==> src/rtl/uart_pkg.sv <==
`default_nettype none
// +----------------------------------------------------------------------+
// | uart_pkg : shared UART constants and transmitter state encoding.     |
// | PARITY state exists only when TX_PARITY_EN is defined.               |
// | Rev 1.0                                                              |
// +----------------------------------------------------------------------+
package uart_pkg;

  localparam int   BAUD_W     = 16;
  localparam logic IDLE_LEVEL = 1'b1;

  typedef enum logic [2:0] {
    ST_IDLE   = 3'd0,
    ST_START  = 3'd1,
    ST_DATA   = 3'd2,
    ST_STOP   = 3'd3
`ifdef TX_PARITY_EN
    , ST_PARITY = 3'd4
`endif
  } tx_state_t;

endpackage
`default_nettype wire

==> src/rtl/uart_tx_fifo.sv <==
`default_nettype none
// +----------------------------------------------------------------------+
// | uart_tx_fifo : synchronous FIFO, power-of-two DEPTH, async reset.    |
// | Push while full and pop while empty are ignored.                     |
// | Rev 1.0                                                              |
// +----------------------------------------------------------------------+
module uart_tx_fifo #(
  parameter int WIDTH = 8,
  parameter int DEPTH = 4,
  parameter int LVL_W = $clog2(DEPTH) + 1
) (
  input  logic             clk,
  input  logic             rst,
  input  logic             push,
  input  logic [WIDTH-1:0] push_data,
  input  logic             pop,
  output logic [WIDTH-1:0] pop_data,
  output logic             full,
  output logic             empty,
  output logic [LVL_W-1:0] level
);

  localparam int PTR_W = $clog2(DEPTH);

  logic [WIDTH-1:0] r_mem [DEPTH];
  logic [PTR_W-1:0] r_wr_ptr;
  logic [PTR_W-1:0] r_rd_ptr;
  logic [LVL_W-1:0] r_level;
  logic             w_push;
  logic             w_pop;

  assign full     = (r_level == LVL_W'(DEPTH));
  assign empty    = (r_level == '0);
  assign level    = r_level;
  assign pop_data = r_mem[r_rd_ptr];
  assign w_push   = push && !full;
  assign w_pop    = pop && !empty;

  always_ff @(posedge clk) begin
    if (w_push) r_mem[r_wr_ptr] <= push_data;
  end

  always_ff @(posedge clk or posedge rst) begin
    if (rst) begin
      r_wr_ptr <= '0;
      r_rd_ptr <= '0;
      r_level  <= '0;
    end else begin
      if (w_push) r_wr_ptr <= r_wr_ptr + PTR_W'(1);
      if (w_pop)  r_rd_ptr <= r_rd_ptr + PTR_W'(1);
      case ({w_push, w_pop})
        2'b10:   r_level <= r_level + LVL_W'(1);
        2'b01:   r_level <= r_level - LVL_W'(1);
        default: r_level <= r_level;
      endcase
    end
  end

endmodule
`default_nettype wire

==> src/rtl/tx_uart_fifo.sv <==
`default_nettype none
// +----------------------------------------------------------------------+
// | tx_uart_fifo : FIFO-buffered UART transmitter, DATA_BITS-N-1/2.      |
// | Define TX_PARITY_EN to add the parity bit and its config ports.      |
// | Rev 1.0                                                              |
// +----------------------------------------------------------------------+
module tx_uart_fifo
  import uart_pkg::*;
#(
  parameter int DATA_BITS = 8,
  parameter int DEPTH     = 4,
  parameter int LVL_W     = $clog2(DEPTH) + 1
) (
  input  logic                 clk,
  input  logic                 rst,
  input  logic [BAUD_W-1:0]    baud_div,
  input  logic                 cfg_two_stop,
`ifdef TX_PARITY_EN
  input  logic                 cfg_parity_en,
  input  logic                 cfg_parity_odd,
`endif
  input  logic                 start_tx,
  input  logic [DATA_BITS-1:0] data_in,
  output logic                 tx_ready,
  output logic                 tx_pin,
  output logic                 tx_started,
  output logic                 tx_done,
  output logic                 busy,
  output logic [LVL_W-1:0]     fifo_level
);

  localparam int CNT_W = $clog2(DATA_BITS);
  localparam logic [CNT_W-1:0] c_last_bit = CNT_W'(DATA_BITS - 1);

  tx_state_t            r_state,    w_state_nxt;
  logic [DATA_BITS-1:0] r_shift,    w_shift_nxt;
  logic [CNT_W-1:0]     r_bit_cnt,  w_bit_cnt_nxt;
  logic [BAUD_W-1:0]    r_timer,    w_timer_nxt;
  logic [BAUD_W-1:0]    r_baud,     w_baud_nxt;
  logic                 r_two_stop, w_two_stop_nxt;
  logic                 r_stop_cnt, w_stop_cnt_nxt;
  logic                 r_tx_pin,   w_tx_pin_nxt;
  logic                 r_started,  w_started_nxt;
`ifdef TX_PARITY_EN
  logic                 r_par_en,   w_par_en_nxt;
  logic                 r_par_bit,  w_par_bit_nxt;
`endif
  logic                 w_tick;
  logic                 w_done;
  logic                 w_pop;
  logic                 w_full;
  logic                 w_empty;
  logic [DATA_BITS-1:0] w_head;

  uart_tx_fifo #(
    .WIDTH (DATA_BITS),
    .DEPTH (DEPTH),
    .LVL_W (LVL_W)
  ) u_fifo (
    .clk       (clk),
    .rst       (rst),
    .push      (start_tx),
    .push_data (data_in),
    .pop       (w_pop),
    .pop_data  (w_head),
    .full      (w_full),
    .empty     (w_empty),
    .level     (fifo_level)
  );

  always_comb begin
    w_state_nxt    = r_state;
    w_shift_nxt    = r_shift;
    w_bit_cnt_nxt  = r_bit_cnt;
    w_timer_nxt    = r_timer;
    w_baud_nxt     = r_baud;
    w_two_stop_nxt = r_two_stop;
    w_stop_cnt_nxt = r_stop_cnt;
    w_tx_pin_nxt   = r_tx_pin;
    w_started_nxt  = 1'b0;
`ifdef TX_PARITY_EN
    w_par_en_nxt   = r_par_en;
    w_par_bit_nxt  = r_par_bit;
`endif
    w_done         = 1'b0;
    w_pop          = 1'b0;
    w_tick         = (r_timer == '0);

    // Every bit lasts r_baud+1 clocks; the timer reloads as each bit ends.
    if (r_state != ST_IDLE)
      w_timer_nxt = w_tick ? r_baud : r_timer - BAUD_W'(1);

    case (r_state)
      ST_START: if (w_tick) begin
        w_state_nxt   = ST_DATA;
        w_tx_pin_nxt  = r_shift[0];
        w_shift_nxt   = r_shift >> 1;
        w_bit_cnt_nxt = c_last_bit;
      end
      ST_DATA: if (w_tick) begin
        if (r_bit_cnt != '0) begin
          w_tx_pin_nxt  = r_shift[0];
          w_shift_nxt   = r_shift >> 1;
          w_bit_cnt_nxt = r_bit_cnt - CNT_W'(1);
        end
`ifdef TX_PARITY_EN
        else if (r_par_en) begin
          w_state_nxt  = ST_PARITY;
          w_tx_pin_nxt = r_par_bit;
        end
`endif
        else begin
          w_state_nxt    = ST_STOP;
          w_tx_pin_nxt   = IDLE_LEVEL;
          w_stop_cnt_nxt = r_two_stop;
        end
      end
`ifdef TX_PARITY_EN
      ST_PARITY: if (w_tick) begin
        w_state_nxt    = ST_STOP;
        w_tx_pin_nxt   = IDLE_LEVEL;
        w_stop_cnt_nxt = r_two_stop;
      end
`endif
      ST_STOP: if (w_tick) begin
        if (r_stop_cnt) begin
          w_stop_cnt_nxt = 1'b0;
        end else begin
          w_done      = 1'b1;
          w_state_nxt = ST_IDLE;
        end
      end
      default: w_state_nxt = ST_IDLE;
    endcase

    // Frame setup is shared by idle start and gapless back-to-back start.
    if ((r_state == ST_IDLE || w_done) && !w_empty) begin
      w_pop          = 1'b1;
      w_state_nxt    = ST_START;
      w_tx_pin_nxt   = ~IDLE_LEVEL;
      w_started_nxt  = 1'b1;
      w_shift_nxt    = w_head;
      w_baud_nxt     = baud_div;
      w_timer_nxt    = baud_div;
      w_two_stop_nxt = cfg_two_stop;
`ifdef TX_PARITY_EN
      w_par_en_nxt   = cfg_parity_en;
      w_par_bit_nxt  = (^w_head) ^ cfg_parity_odd;
`endif
    end
  end

  always_ff @(posedge clk or posedge rst) begin
    if (rst) begin
      r_state    <= ST_IDLE;
      r_shift    <= '0;
      r_bit_cnt  <= '0;
      r_timer    <= '0;
      r_baud     <= '0;
      r_two_stop <= 1'b0;
      r_stop_cnt <= 1'b0;
      r_tx_pin   <= IDLE_LEVEL;
      r_started  <= 1'b0;
`ifdef TX_PARITY_EN
      r_par_en   <= 1'b0;
      r_par_bit  <= 1'b0;
`endif
    end else begin
      r_state    <= w_state_nxt;
      r_shift    <= w_shift_nxt;
      r_bit_cnt  <= w_bit_cnt_nxt;
      r_timer    <= w_timer_nxt;
      r_baud     <= w_baud_nxt;
      r_two_stop <= w_two_stop_nxt;
      r_stop_cnt <= w_stop_cnt_nxt;
      r_tx_pin   <= w_tx_pin_nxt;
      r_started  <= w_started_nxt;
`ifdef TX_PARITY_EN
      r_par_en   <= w_par_en_nxt;
      r_par_bit  <= w_par_bit_nxt;
`endif
    end
  end

  assign tx_ready   = !w_full;
  assign tx_pin     = r_tx_pin;
  assign tx_started = r_started;
  assign tx_done    = w_done;
  assign busy       = (r_state != ST_IDLE) || !w_empty;

endmodule
`default_nettype wire

==> config.mk <==
export PLATFORM = sky130hd
export DESIGN_NAME = tx_uart_fifo
export DESIGN_NICKNAME = d
export VERILOG_FILES = /design/src/rtl/uart_pkg.sv /design/src/rtl/uart_tx_fifo.sv /design/src/rtl/tx_uart_fifo.sv
export SDC_FILE = /design/constraint.sdc
export NUM_CORES = 1
export LEC_CHECK = 0
export CORE_UTILIZATION = 40
export CTS_CLUSTER_DIAMETER = 30
export DETAILED_ROUTE_END_ITERATION = 12
export DONT_BUFFER_PORTS = 1
export HOLD_SLACK_MARGIN = 0.03
export PLACE_DENSITY = 0.53
export SETUP_SLACK_MARGIN = 0.5
export SYNTH_ARGS = -nofsm -noshare
export SYNTH_HDL_FRONTEND = slang
export SYNTH_SLANG_ARGS = --single-unit
==> constraint.sdc <==
create_clock -name clk -period 3.6 [get_ports clk]
set_input_delay 0.9 -clock clk [delete_from_list [all_inputs] [get_ports clk]]
set_output_delay 0.9 -clock clk [all_outputs]
set_load 0.02 [all_outputs]
==> flow_summary.json, run 1 <==
{
  "cts_buffers": 9,
  "yosysTopAreaCellShare_pct": 32.1,
  "switching_share_pct": 40.3,
  "fp.dieH_um": 106,
  "io_pins": 36,
  "core_area_mm2": 0.0104,
  "dieWidth_um": 106,
  "r2r-start": "r_timer[0]",
  "synth.area.top_cells": "dfrtp_1, edfxtp_1, nand2_1",
  "clk_latency_ns": 0.38,
  "gp_congestion": 0.755,
  "grtUsageTotal_pct": 18.8,
  "area_growth_pct": 13.1,
  "endpoint_kind": "output port",
  "drive_above_1_share_pct": 16.3,
  "peakVddDrop_v": 0.000535,
  "cts_sinks": 88,
  "die_area_mm2": 0.0111,
  "ys.flop_type": "dfrtp_1",
  "row_count": 37,
  "p_leak_nw": 2.00,
  "p_clk_share_pct": 15.6,
  "wire_per_inst_um": 17.6,
  "netlist_area_mm2": 0.00429,
  "wl_met1_mm": 4.63,
  "fin_crit_sh_pct": 92.5,
  "crit_fanout": 6,
  "cp-start-kind": "flip-flop",
  "worstSetupPathType": "flip-flop to output port",
  "synth-edff-count": 32,
  "fmax_ghz": 0.300,
  "period_needed_ns": 3.33,
  "setup_tns_ns": 0,
  "avgSynthCellArea_um2": 10.6,
  "drv_slew": 0,
  "grt_max_degree": 50,
  "fin_nets": 460,
  "cts_buffer_depth": 2,
  "dr.pass1.iters": 4,
  "cp.required_ns": 2.70,
  "arrival_ns": 2.43,
  "ant_nets": 0,
  "p_sw_w": 0.00165,
  "first_global_vias": 2990,
  "numPortBuffers": 0,
  "yosysMostFrequentCell": "nand2_1",
  "layout.cells.non_filler": 560,
  "dr_wl_met3_um": 644,
  "maxCapViolations": 0,
  "ctsHoldBuffers": 0,
  "powerDensity_mw_per_mm2": 846,
  "clkTransAtPathRegs_ns": 0.09,
  "power.share.sequential_pct": 42.9,
  "drc": 0,
  "antenna_found_initial": 0,
  "synth.distinct_cells": 53,
  "critical_path.cell_chain": "or4_1 > or4_4 > or2_4 > nor2_4",
  "fill_cells": 957,
  "ys_ff_latch": 88,
  "initial_core_util_pct": 41.3,
  "avgViaCountPerCell": 5.42,
  "synth.largest_area_cell": "dfrtp_1",
  "crit_buf_inv": 0,
  "ys_top_cells_by_count": "nand2_1, dfrtp_1, edfxtp_1, nor2_1",
  "critPathMaxStageDelay_ns": 0.63,
  "placedCellCount": 532,
  "cp_slowest_cell": "or4_1",
  "routed_wirelength_mm": 9.86,
  "comb_power_share_pct": 41.5,
  "worst_pin_slew_ns": 1.07,
  "design_area_mm2": 0.00485,
  "final_hold_viol_count": 0,
  "status": "complete, no violations",
  "worstHoldStart": "r_baud[11]",
  "crit_family": "simple AND/OR/NAND/NOR gates",
  "cts.htree.levels": 3,
  "cts_tree": "done",
  "top_layer_used": "met4",
  "drt_iter0_markers": 230,
  "holdCritPathClass": "flip-flop to flip-flop",
  "grt-ovfl-total": 0,
  "synth_nets": 445,
  "wl_met2_mm": 4.40,
  "routed-via-count": 3033,
  "antenna_cells": 0,
  "root_buffer": "clkbuf_8",
  "skew_ns": 0.00819,
  "setup_viol": 0,
  "yosysWarnings": 0,
  "async_reset_ff_share_pct": 63.6,
  "intPower_w": 0.00245,
  "synth_seq_area_share_pct": 55.2,
  "crit_path_start": "r_timer[5]",
  "place_hpwl_mm": 6.40,
  "relSlewSlack_pct": 28.8,
  "place_area_mm2": 0.00448,
  "rsz0062_at_grt": "true",
  "synthCells": 404,
  "grt_pass1_wl_mm": 15.7
}
==> through the flow <==
stage | util (%) | hold slack [ns] | total power (W) | setup slack, ns
finish | 46.7 | 0.475 | 0.00410 | 0.269
global route | 46.7 | 0.505 | 0.00441 | 0.199
CTS | 45.5 | 0.477 | 0.00396 | 0.238
detailed placement | 43.2 | 0.456 | 0.00326 | 0.262
global placement | 43.2 | 0.456 | 0.00322 | 0.374
floorplan | - | 0.438 | 0.00287 | 0.200
==> layout make-up <==
class | instances | area [µm²] | share of cell area (%)
clock buffers | 10 | 128 | 2.63
clock inverters | 6 | 52.6 | 1.08
inverters | 14 | 78.8 | 1.63
multi-input cells | 283 | 1840 | 37.9
flip-flops and latches | 88 | 2360 | 48.8
well taps | 136 | 170 | 3.51
repair buffers | 23 | 218 | 4.49
==> per-layer routing <==
layer  vias to the layer above  track usage [%]
met5                         -                0
met2                        78             27.8
met1                      1492             26.1
met4                         0             7.14
li1                       1447                -
met3                        16             5.57
==> final timing paths <==
kind,end,slack (ns),depth (start not counted)
min in group asynchronous,r_baud[12],0.67,1
max in group asynchronous,tx_pin,2.20,2
hold / removal,r_baud[11],0.47,2
setup reg to reg,u_fifo.level[1],0.29,13
hold reg to reg,r_baud[11],0.47,2
setup / recovery,tx_done,0.27,4
==> power by group through the flow <==
stage	sequential (W)	combinational [W]	clock, W
floorplan	0.00165	0.00123	0
global placement	0.00178	0.00145	0
detailed placement	0.00178	0.00148	0
CTS	0.00176	0.00153	0.000668
global route	0.00181	0.00190	0.000694
finish	0.00176	0.00170	0.000641
==> cells by family (layout without fill, tap and decap cells) <==
family          Yosys count  after routing  synth area share, %
xor+xnor                 12             12                 2.45
compound gates           69             69                 9.93
fa+ha+maj                13             13                 3.97
buf+inv                  33             53                 3.47
flops                    88             88                 55.2
simple gates            171            171                 18.5
mux                      18             18                 6.57
==> placed cells by master, fill, tap and decap left out, types with 3 or more instances in the layout <==
cell and instances:
o211ai_1 5, o21ai_1 15, buf_6 4, or4_1 3, edfxtp_1 32, inv_2 4
inv_1 9, nand2_1 94, buf_4 17, or3_1 3, xor2_1 6, clkbuf_8 9
nand3_1 15, xnor2_1 6, ha_1 10, nor4_1 3, mux2i_1 9, nor2_1 21
mux4_2 8, a21oi_1 13, nand2b_1 3, a22oi_1 3, nor3_1 10, and3_1 4
o21ai_0 15, dfrtp_1 55
==> state kept, by name, indices dropped and copies added, names as in the netlist <==
register	count
u_fifo.r_wr_ptr	2
r_two_stop	1
u_fifo.r_rd_ptr	2
r_stop_cnt	1
u_fifo.r_mem	32
r_baud	16
r_state	2
tx_started	1
r_timer	16
r_bit_cnt	3
u_fifo.level	3
r_shift	8
tx_pin	1
==> worst register-to-register path, stage by stage (launching register included) <==
cell	delay (ns)
dfrtp_1	0.41
inv_2	0.08
ha_4	0.13
or4b_4	0.48
or4b_4	0.52
buf_4	0.15
buf_6	0.12
buf_4	0.14
nor3_4	0.19
a21oi_4	0.07
inv_2	0.09
ha_4	0.14
fa_2	0.41
mux2_4	0.27
==> repair_timing <==
action                                  in CTS  in global routing
gates resized for setup                      7                 15
gates cloned                                 0                  1
endpoints found under the hold margin        0                  0
pin swaps                                    5                  3
endpoints found under the setup margin      28                 21
setup buffers                                6                  5
Power figures use the tool's default switching activity.
==> inputs of run 2 (changes only) <==
Settings changed: CTS_CLUSTER_SIZE set to 25, GPL_ROUTABILITY_DRIVEN set to 0, PLACE_DENSITY 0.53 to 0.54.
==> run 2 against run 1 <==
Effect of this change:
- via count decreased by 2.2%
- cell count unchanged
- first-iteration DRC count decreased by 24%
- cell area decreased by 1.2%
- critical endpoint unchanged
- utilization decreased by 0.58 points
- sequential cell count unchanged
- clock skew decreased by 0.00065 ns
- worst setup slack improved by 0.040 ns
- critical path type unchanged
- critical path depth unchanged
==> flow_summary.json, run 2 (synthesis results as in run 1) <==
{
  "status": "complete, no violations",
  "critPathMaxStageDelay_ns": 0.58,
  "crit_path_start": "r_timer[5]",
  "worstHoldStart": "r_baud[7]",
  "antenna_cells": 0,
  "fp.dieH_um": 106,
  "clk_latency_ns": 0.37,
  "powerDensity_mw_per_mm2": 820,
  "holdCritPathClass": "flip-flop to flip-flop",
  "p_total_w": 0.00393,
  "layout_commonest_cell": "nand2_1",
  "row_count": 37,
  "grt-ovfl-total": 0,
  "first_global_vias": 2963,
  "numPortBuffers": 0,
  "cts_sinks": 88,
  "cp_slowest_cell": "or4_4",
  "wire_per_inst_um": 16.3,
  "fmax_ghz": 0.304,
  "holdWs_ns": 0.476,
  "avgViaCountPerCell": 5.30,
  "worst_pin_slew_ns": 0.945,
  "clkTransAtPathRegs_ns": 0.09,
  "crit_fanout": 7,
  "period_needed_ns": 3.29,
  "core_area_mm2": 0.0104,
  "peakVddDrop_v": 0.000489,
  "routed_wirelength_mm": 9.15,
  "dp_slack_ns": 0.386,
  "cp_common_cell": "or4_4",
  "antenna_found_initial": 0,
  "critical_path.cell_chain": "or4_4 > or4_4 > or2_4 > nor2_4",
  "p_leak_nw": 1.98,
  "fin_nets": 460,
  "initial_core_util_pct": 41.3,
  "cts.htree.levels": 3,
  "final_hold_viol_count": 0,
  "drv_slew": 0,
  "worstSetupPathType": "flip-flop to output port",
  "cp.required_ns": 2.70,
  "rsz0062_at_grt": "true",
  "skew_ns": 0.00755,
  "setup_ws_ns": 0.309,
  "place_hpwl_mm": 6.11,
  "cp-start-kind": "flip-flop",
  "setup_tns_ns": 0,
  "drc": 0,
  "largest_reg_flops": 32,
  "grt_pass1_wl_mm": 15.3,
  "maxCapViolations": 0,
  "relSlewSlack_pct": 36.9,
  "ctsHoldBuffers": 0,
  "cts_buffer_depth": 2,
  "area_growth_pct": 11.7,
  "arrival_ns": 2.39,
  "drt_iter0_markers": 175,
  "finish.utilization_pct": 46.2,
  "grtUsageTotal_pct": 18.0,
  "cts_buffers": 9,
  "grt_max_degree": 45,
  "dr.pass1.iters": 5,
  "io_pins": 36,
  "dieWidth_um": 106,
  "cts_tree": "done",
  "top_regs": "u_fifo.r_mem x32, r_baud x16, r_timer x16",
  "fin_crit_sh_pct": 91.4,
  "ant_nets": 0,
  "drive_above_1_share_pct": 16.7,
  "setup_viol": 0,
  "endpoint_kind": "output port",
  "routed-via-count": 2967,
  "top_register": "u_fifo.r_mem",
  "layout_common_cells": "nand2_1, dfrtp_1, edfxtp_1",
  "die_area_mm2": 0.0111,
  "r2r-start": "r_timer[0]",
  "root_buffer": "clkbuf_8"
}
==> run 2: metrics by stage <==
| stage | instance area, µm² | std cells |
|---|---|---|
| floorplan | 4350 | 404 |
| detailed placement | 4470 | 531 |
| global route | 4790 | 560 |
| finish | 4790 | 560 |
| CTS | 4720 | 553 |
| global placement | 4470 | 531 |
==> run 2: what timing repair did <==
| item | 4_1_cts | 5_1_grt |
|---|---|---|
| setup endpoints to repair | 20 | 21 |
| setup buffers | 6 | 7 |
| pin swaps | 4 | 6 |
| gates resized for setup | 7 | 8 |
==> run 2: layout make-up <==
class                      count  area [µm²]
sequential                    88        2370
clock buffer                  10         128
clock inverter                 6        51.3
tap                          136         170
multi-input combinational    283        1830
timing repair buffer          23         184
inverter                      14        57.6
fill                         986        5580
==> run 2: critical path: cells and delay by family (launching register included) <==
kind | cells | cell delay (ns)
DFF | 1 | 0.44
and+or+nand+nor | 4 | 1.59
==> run 2: report_power, final <==
part	internal, W	switching [W]
Clock	0.000259	0.000376
Sequential	0.00142	0.000344
Combinational	0.000684	0.000844
==> run 2: path summary, 6_finish.rpt <==
check | depth (start not counted) | to | slack, ns
max | 4 | tx_done | 0.31
min | 2 | r_baud[7] | 0.48
max reg2reg | 13 | u_fifo.level[1] | 0.36
min reg2reg | 2 | r_baud[7] | 0.48
max in group asynchronous | 2 | r_timer[6] | 2.20
min in group asynchronous | 1 | u_fifo.level[2] | 0.62
==> run 2: layer usage <==
metal  wire length (µm)  part of all wire (%)  track usage, %
met1               4380                    48            24.3
met2               4150                    45            27.6
met3                524                   5.7            6.00
met4                 94                   1.0            5.16
met5                  0                     0               0
